**config.mk**
```make
export PLATFORM = sky130hd
export DESIGN_NAME = vga_scan_controller
export DESIGN_NICKNAME = d
export VERILOG_FILES = /design/src/rtl/vga_scan_controller.sv
export SDC_FILE = /design/constraint.sdc
export NUM_CORES = 1
export LEC_CHECK = 0
export ABC_AREA = 1
export CORE_ASPECT_RATIO = 0.5
export CORE_MARGIN = 5
export CORE_UTILIZATION = 37
export CTS_CLUSTER_DIAMETER = 60
export CTS_CLUSTER_SIZE = 28
export DETAILED_ROUTE_END_ITERATION = 8
export GPL_TIMING_DRIVEN = 0
export PLACE_DENSITY = 0.71
export REMOVE_ABC_BUFFERS = 1
export SETUP_SLACK_MARGIN = 0.2
export SYNTH_ARGS = -nofsm -noshare
export SYNTH_HDL_FRONTEND = slang
export SYNTH_SLANG_ARGS = --single-unit
```
**constraint.sdc**
```tcl
create_clock -name clk -period 1.65 [get_ports clk]
set_input_delay 0.33 -clock clk [delete_from_list [all_inputs] [get_ports clk]]
set_output_delay 0.33 -clock clk [all_outputs]
set_load 0.05 [all_outputs]
```
**src/rtl/vga_scan_controller.sv**
```systemverilog
// VGA raster generator and pixel compositor for the sprite renderers.
// Sync, blanking and colour are delay-matched to the renderer read latency before reaching the DAC pins.
module vga_scan_controller #(
    parameter int H_SYNC_WAIT   = 96,
    parameter int H_BACK_PORCH  = 48,
    parameter int H_ACTIVE      = 640,
    parameter int H_FRONT_PORCH = 16,
    parameter int V_SYNC_WAIT   = 2,
    parameter int V_BACK_PORCH  = 33,
    parameter int V_ACTIVE      = 480,
    parameter int V_FRONT_PORCH = 10,
    parameter int COLOR_DEPTH   = 9,
    parameter int PIPE_DELAY    = 1,
    parameter logic [COLOR_DEPTH-1:0] TRANSPARENT_KEY = 9'h1F8,
    parameter logic [COLOR_DEPTH-1:0] BG_COLOR        = 9'h049
) (
    input  logic                   clk,
    input  logic                   reset,
    output logic [9:0]             hcount,
    output logic [9:0]             vcount,
    output logic [9:0]             xcoord,
    output logic [9:0]             ycoord,
    output logic                   active,
    output logic                   frame_tick,
    input  logic [COLOR_DEPTH-1:0] color_in,
    input  logic                   sprite_hit,
    output logic [7:0]             vga_r,
    output logic [7:0]             vga_g,
    output logic [7:0]             vga_b,
    output logic                   vga_hs,
    output logic                   vga_vs,
    output logic                   vga_blank_n,
    output logic                   vga_sync_n
);

    localparam int H_TOTAL = H_SYNC_WAIT + H_BACK_PORCH + H_ACTIVE + H_FRONT_PORCH;
    localparam int V_TOTAL = V_SYNC_WAIT + V_BACK_PORCH + V_ACTIVE + V_FRONT_PORCH;
    localparam int H_START = H_SYNC_WAIT + H_BACK_PORCH;
    localparam int V_START = V_SYNC_WAIT + V_BACK_PORCH;

    localparam logic [9:0] H_LAST   = 10'(H_TOTAL - 1);
    localparam logic [9:0] V_LAST   = 10'(V_TOTAL - 1);
    localparam logic [9:0] H_BEGIN  = 10'(H_START);
    localparam logic [9:0] H_END    = 10'(H_START + H_ACTIVE);
    localparam logic [9:0] V_BEGIN  = 10'(V_START);
    localparam logic [9:0] V_END    = 10'(V_START + V_ACTIVE);
    localparam logic [9:0] H_SYNC_W = 10'(H_SYNC_WAIT);
    localparam logic [9:0] V_SYNC_W = 10'(V_SYNC_WAIT);

    logic       h_in, v_in;
    logic       hs_raw, vs_raw;
    logic [3:0] pipe [PIPE_DELAY];
    logic       hs_d, vs_d, act_d, hit_d;
    logic [COLOR_DEPTH-1:0] pixel;

    function automatic logic [7:0] expand(input logic [2:0] c);
        return {c, c, c[2:1]};
    endfunction

    always_ff @(posedge clk or negedge reset) begin
        if (!reset) begin
            hcount <= '0;
            vcount <= '0;
        end else if (hcount == H_LAST) begin
            hcount <= '0;
            vcount <= (vcount == V_LAST) ? '0 : vcount + 10'd1;
        end else begin
            hcount <= hcount + 10'd1;
        end
    end

    always_comb begin
        h_in       = (hcount >= H_BEGIN) && (hcount < H_END);
        v_in       = (vcount >= V_BEGIN) && (vcount < V_END);
        active     = h_in && v_in;
        xcoord     = h_in ? hcount - H_BEGIN : '0;
        ycoord     = v_in ? vcount - V_BEGIN : '0;
        hs_raw     = hcount < H_SYNC_W;
        vs_raw     = vcount < V_SYNC_W;
        frame_tick = (hcount == H_LAST) && (vcount == V_LAST);
    end

    // Sync, blanking and hit travel alongside the renderer's ROM read so they meet color_in.
    always_ff @(posedge clk or negedge reset) begin
        if (!reset) begin
            for (int i = 0; i < PIPE_DELAY; i++) pipe[i] <= '0;
        end else begin
            pipe[0] <= {hs_raw, vs_raw, active, sprite_hit};
            for (int i = 1; i < PIPE_DELAY; i++) pipe[i] <= pipe[i-1];
        end
    end

    assign {hs_d, vs_d, act_d, hit_d} = pipe[PIPE_DELAY-1];

    always_comb begin
        pixel = '0;
        if (act_d) pixel = (hit_d && color_in != TRANSPARENT_KEY) ? color_in : BG_COLOR;
    end

    always_ff @(posedge clk or negedge reset) begin
        if (!reset) begin
            vga_hs      <= 1'b1;
            vga_vs      <= 1'b1;
            vga_blank_n <= 1'b0;
            vga_r       <= '0;
            vga_g       <= '0;
            vga_b       <= '0;
        end else begin
            vga_hs      <= ~hs_d;
            vga_vs      <= ~vs_d;
            vga_blank_n <= act_d;
            vga_r       <= expand(pixel[8:6]);
            vga_g       <= expand(pixel[5:3]);
            vga_b       <= expand(pixel[2:0]);
        end
    end

    assign vga_sync_n = 1'b0;

endmodule
```
==> metrics.txt, run 1 <==
I/O pin cnt 82; CP endpoint kind primary output; initial antenna violation count 0; Slew HR 43.4%; reg2reg start hcount[0]; Synth Area per Inst 7.59 µm²; Num CTS Buffers 5; Port-buffer cells 80; GR Overflow Total 0; Clk pin slew, worst setup/hold paths 0.06 ns; CTS tree yes; Post-synth ARST share 100%; Fin. Hold Viols 0; violated checks negative setup slack; library cells used by synthesis 28; CTS Sinks 36; clock latency on the worst-skew pair 0.29 ns; n_diodes 0; Routed Antenna Nets 0; Critical Path RT 1.32 ns; Die X 121 µm; mean routed wirelength per cell 18.6 µm; Die ar. 7960 µm²; crit start category flip-flop; deepest clock path buffer count 2; Worst Setup SP vcount[0]; Least-Margin Pin Slew 0.849 ns; Post-Place Cells 448; vias in the first global route 2574; Initial Util 38.0%; detailed placement HPWL 4490 µm; nets 433; non-filler cells, final 503; share of cells above drive strength 1 55.7%; max-cap violations 0; worst hold path class in2async; hold-fix buffers at CTS 0; DRC 0; Place WS -1.32 ns; Netlist Area Pre-Place 2290 µm²; H-Tree Depth 2; Routed WL 9370 µm; unrepaired setup endpoints after global routing true; sequential area share after synthesis 39.4%; maximum clock frequency 459 MHz; Final WS setup -0.527 ns; number of flops mapped to enable cells by yosys 0; DRT iter0 DRCs 264; global-route wire length before repair 13000 µm; crit path DAT 1.85 ns; clock skew 0.00457 ns; routed vias/inst 5.22; critical-path maximum fanout 4; Final setup viols 30; crit path time final 2.18 ns; via total after detailed routing 2624; Filler cells 419; area grow syn2layout 78.9%; status finished with violations; Tot GR Track Use 20.9%; DRT Pass-1 Iters 5; Die H 65.6 µm; cells after synthesis 302; PwrDens 472 nW/µm²; max-slew violations 0; top_reg_cell synth dfrtp_1; Worst IR Drop VDD 0.321 mV; pin count of the biggest net entering global routing 37; global placement routability congestion 0.892; Final period util 132%; clock root cell clkbuf_16; Core Box Area 6030 µm²; CP Class reg2out; yosys warns 0; Final Power 1.93 mW; number of synthesized register bits 36; row cnt 20; Lkg Pwr 1.98 nW
[worst paths after layout]
kind	to	slack, ns	cells after the start
worst max-delay path	frame_tick	-0.53	7
worst min-delay path	pipe[2]	0.15	1
worst max register to register	vcount[7]	-0.22	9
worst min register to register	vga_hs	0.35	1
max in group asynchronous	hcount[7]	0.91	1
min in group clk	vga_hs	0.35	1
[routing by layer]
layer | global-route usage [%] | part of all wire [%] | up-vias
met5 | 0 | 0 | -
met4 | 9.78 | 3.9 | 0
met3 | 5.07 | 6.3 | 45
met2 | 38.6 | 52 | 148
met1 | 22.9 | 38 | 1273
li1 | - | - | 1158
[cell families after synthesis]
kind of cell / synth area share [%]
and+or+nand+nor: 34.7
other: 0.164
DFF: 39.4
AOI/OAI and AO/OA: 3.99
xor gates and xnor gates: 3.06
adders and majority gates: 3.82
buffers and inverters: 14.8
[per-stage QoR]
| stage | cell area [µm²] | util, % | setup TNS, ns | hold slack [ns] |
|---|---|---|---|---|
| 2_1_floorplan | 2120 | - | -23.39 | 0.0344 |
| 3_3_place_gp | 3030 | 50.2 | -45.85 | 0.337 |
| 3_5_place_dp | 3020 | 50.1 | -26.04 | 0.340 |
| 4_1_cts | 3800 | 63.0 | -8.47 | 0.180 |
| 5_1_grt | 4100 | 67.9 | -12.56 | 0.220 |
| 6_report | 4100 | 67.9 | -11.22 | 0.151 |
[critical path: stages (launching register included)]
cell	delay [ns]
dfrtp_2	0.44
buf_4	0.15
buf_6	0.12
inv_8	0.06
ha_4	0.13
nand3_1	0.14
nor4_4	0.30
buf_6	0.21
[power by group]
group / leakage, nW / switching, mW / internal (mW)
clock: 0.0701 / 0.382 / 0.602
combinational: 1.46 / 0.0386 / 0.0258
sequential: 0.448 / 0.00165 / 0.884
[synth_stat cells (4+ instances only)]
cell type  instances  area, µm²
xor2_1             7       61.3
buf_4             18        135
nand4_1            9       56.3
a21oi_1            7       35.0
nor2_1            48        180
nand3_1           29        145
nor2_2             4       25.0
dfrtp_1           34        851
inv_1             43        161
o21ai_0            6       30.0
nand2_1           60        225
ha_1               7       87.6
[registers in the layout (all words and copies together) (netlist names)]
name         count
vga_blank_n      1
hcount          10
vga_vs           1
vcount          10
vga_r            3
pipe             4
vga_hs           1
vga_b            3
vga_g            3
[final cells by class]
| class | instances | area, µm² | share of cell area, % |
|---|---|---|---|
| timing repair buffer | 125 | 1210 | 29.6 |
| clock inverter | 1 | 7.51 | 0.183 |
| clock buffer | 7 | 143 | 3.48 |
| tap | 88 | 110 | 2.69 |
| sequential | 36 | 920 | 22.4 |
| multi-input combinational | 202 | 1520 | 37.1 |
| inverter | 44 | 185 | 4.52 |
[cell usage in the layout, fill, tap and decap left out, types with 8 or more instances in the layout]
| cell | Yosys | routed |
|---|---|---|
| buf_2 | 1 | 17 |
| buf_4 | 18 | 31 |
| buf_6 | 3 | 29 |
| clkdlybuf4s15_2 | 0 | 24 |
| clkdlybuf4s50_1 | 0 | 10 |
| dfrtp_1 | 34 | 21 |
| dfrtp_2 | 0 | 13 |
| inv_1 | 43 | 34 |
| nand2_1 | 60 | 45 |
| nand2_2 | 2 | 9 |
| nand2_4 | 0 | 8 |
| nand3_1 | 29 | 17 |
| nand3_2 | 3 | 10 |
| nand4_1 | 9 | 9 |
| nor2_1 | 48 | 29 |
| nor2_2 | 4 | 9 |
| nor2_4 | 3 | 17 |
[timing repair]
item | in CTS | in global routing
buffers inserted | 35 | 8
gates cloned | 3 | 1
endpoints found under the setup margin | 88 | 55
pin swaps | 19 | 22
gates resized for setup | 434 | 68
No activity file was read; power rests on OpenSTA's default activity.
==> run 2, diff against run 1 <==
Settings changed: CORE_ASPECT_RATIO 0.5 to 0.9.
==> run 2 against run 1 <==
Net effect: the run still ends with negative setup slack left; sequential share of layout area increased by 0.99 points; clock skew up 0.0020 ns; flip-flop and latch count unchanged; critical path depth shrank 1; first-iteration DRC count is 63% lower; die area fell by 1.2%; final area is 3.8% lower; critical path type unchanged.
==> metrics.txt, run 2 (synthesis gave the netlist of run 1 again) <==
status finished with violations; violated checks negative setup slack; Core Box Area 6080 µm²; most common cell after layout, fill and taps aside nand2_1; Die X 92.9 µm; DRT Pass-1 Iters 4; Place WS -1.24 ns; CP endpoint kind primary output; crit start category flip-flop; PwrDens 402 nW/µm²; Slew HR 48.1%; deepest clock path buffer count 2; via total after detailed routing 2437; initial antenna violation count 0; global-route wire length before repair 11600 µm; clock root cell clkbuf_8; Critical Path RT 1.32 ns; setup TNS -10.30 ns; Port-buffer cells 80; mean routed wirelength per cell 14.8 µm; DRT iter0 DRCs 99; clock latency on the worst-skew pair 0.29 ns; Num CTS Buffers 5; CTS tree yes; CP Class reg2out; nets 432; vias in the first global route 2338; crit path DAT 1.79 ns; Lkg Pwr 1.93 nW; Final WS setup -0.471 ns; Final Power 1.58 mW; worst hold path class in2async; share of cells above drive strength 1 54.8%; routed vias/inst 5.01; detailed placement HPWL 4190 µm; Routed Antenna Nets 0; max-cap violations 0; Tot GR Track Use 18.2%; Least-Margin Pin Slew 0.778 ns; max-slew violations 0; worst hold margin 0.120 ns; maximum clock frequency 472 MHz; crit path time final 2.12 ns; CTS Sinks 36; I/O pin cnt 82; GR Overflow Total 0; Worst IR Drop VDD 0.250 mV; critical-path maximum fanout 6; Final period util 129%; area grow syn2layout 72.0%; Die ar. 7870 µm²; Clk pin slew, worst setup/hold paths 0.07 ns; Routed WL 7210 µm; most frequent cells in the layout 45 x nand2_1, 35 x buf_6, 33 x inv_1, 32 x buf_4, 27 x nor2_1; H-Tree Depth 2; n_diodes 0; row cnt 27; DRC 0; Final setup viols 30; pin count of the biggest net entering global routing 37; Core Util, Final 64.8%; unrepaired setup endpoints after global routing true; Initial Util 37.7%; Regs by FF count hcount (10), vcount (10), pipe (4); clock skew 0.00658 ns; global placement routability congestion 0.904; hold-fix buffers at CTS 0; Die H 84.7 µm; Fin. Hold Viols 0
[run 2: cell count changes in the layout (fill, tap and decap cells not counted), sizes merged]
cell and delta:
buf -3, clkdlybuf4s15 +2
[run 2: area by class of cell]
cell class | instances | area (µm²)
Timing Repair Buffer | 124 | 1210
Clock inverter | 1 | 7.51
Sequential cell | 36 | 923
Tap cell | 72 | 90.1
Fill cell | 458 | 2140
Multi-Input combinational cell | 202 | 1450
Inverter | 44 | 180
Clock buffer | 7 | 86.3
[run 2: routing by layer]
layer | vias to the layer above | routed length (µm) | track usage [%] | part of all wire [%]
met5 | - | 0 | 0 | 0
met4 | 0 | 142 | 6.26 | 2.0
met1 | 1147 | 2920 | 22.9 | 41
met2 | 114 | 3580 | 29.6 | 50
li1 | 1157 | - | - | -
met3 | 19 | 566 | 5.38 | 7.9
[run 2: worst max-delay path, cell delays in order (launching register included)]
cell and delay [ns]:
dfrtp_2 0.50, nor2_4 0.18, nand3_2 0.11, o21ai_4 0.24, nand2_4 0.16, nor2_4 0.16, buf_8 0.16
[run 2: metrics by stage]
stage | cell area, µm² | std cells
floorplan | 2120 | 280
global placement | 3010 | 432
detailed placement | 3000 | 432
CTS | 3730 | 478
global route | 3940 | 486
finish | 3940 | 486
[run 2: where the power goes]
| part | leakage, nW | internal, mW | switching, mW | total, mW |
|---|---|---|---|---|
| clock | 0.0445 | 0.339 | 0.304 | 0.643 |
| sequential | 0.444 | 0.883 | 0.00140 | 0.885 |
| combinational | 1.44 | 0.0251 | 0.0311 | 0.0563 |
| total | 1.93 | 1.25 | 0.336 | 1.58 |
[run 2: path summary, 6_finish.rpt]
check                          start   endpoint  slack (ns)  cells after the start
min reg2reg                  pipe[3]     vga_hs        0.35                      1
max                        vcount[4]     active       -0.47                      6
max in group asynchronous      reset  vcount[4]        0.98                      1
max reg2reg                hcount[1]  vcount[7]       -0.29                     11
min in group clk             pipe[3]     vga_hs        0.35                      1
min                            reset   vga_g[5]        0.12                      1
[run 2: what timing repair did]
item | in CTS | in global routing
resized for setup | 443 | 55
setup buffers | 35 | 8
setup endpoints to repair | 84 | 45
pin swaps | 22 | 11
gates cloned | 3 | 0
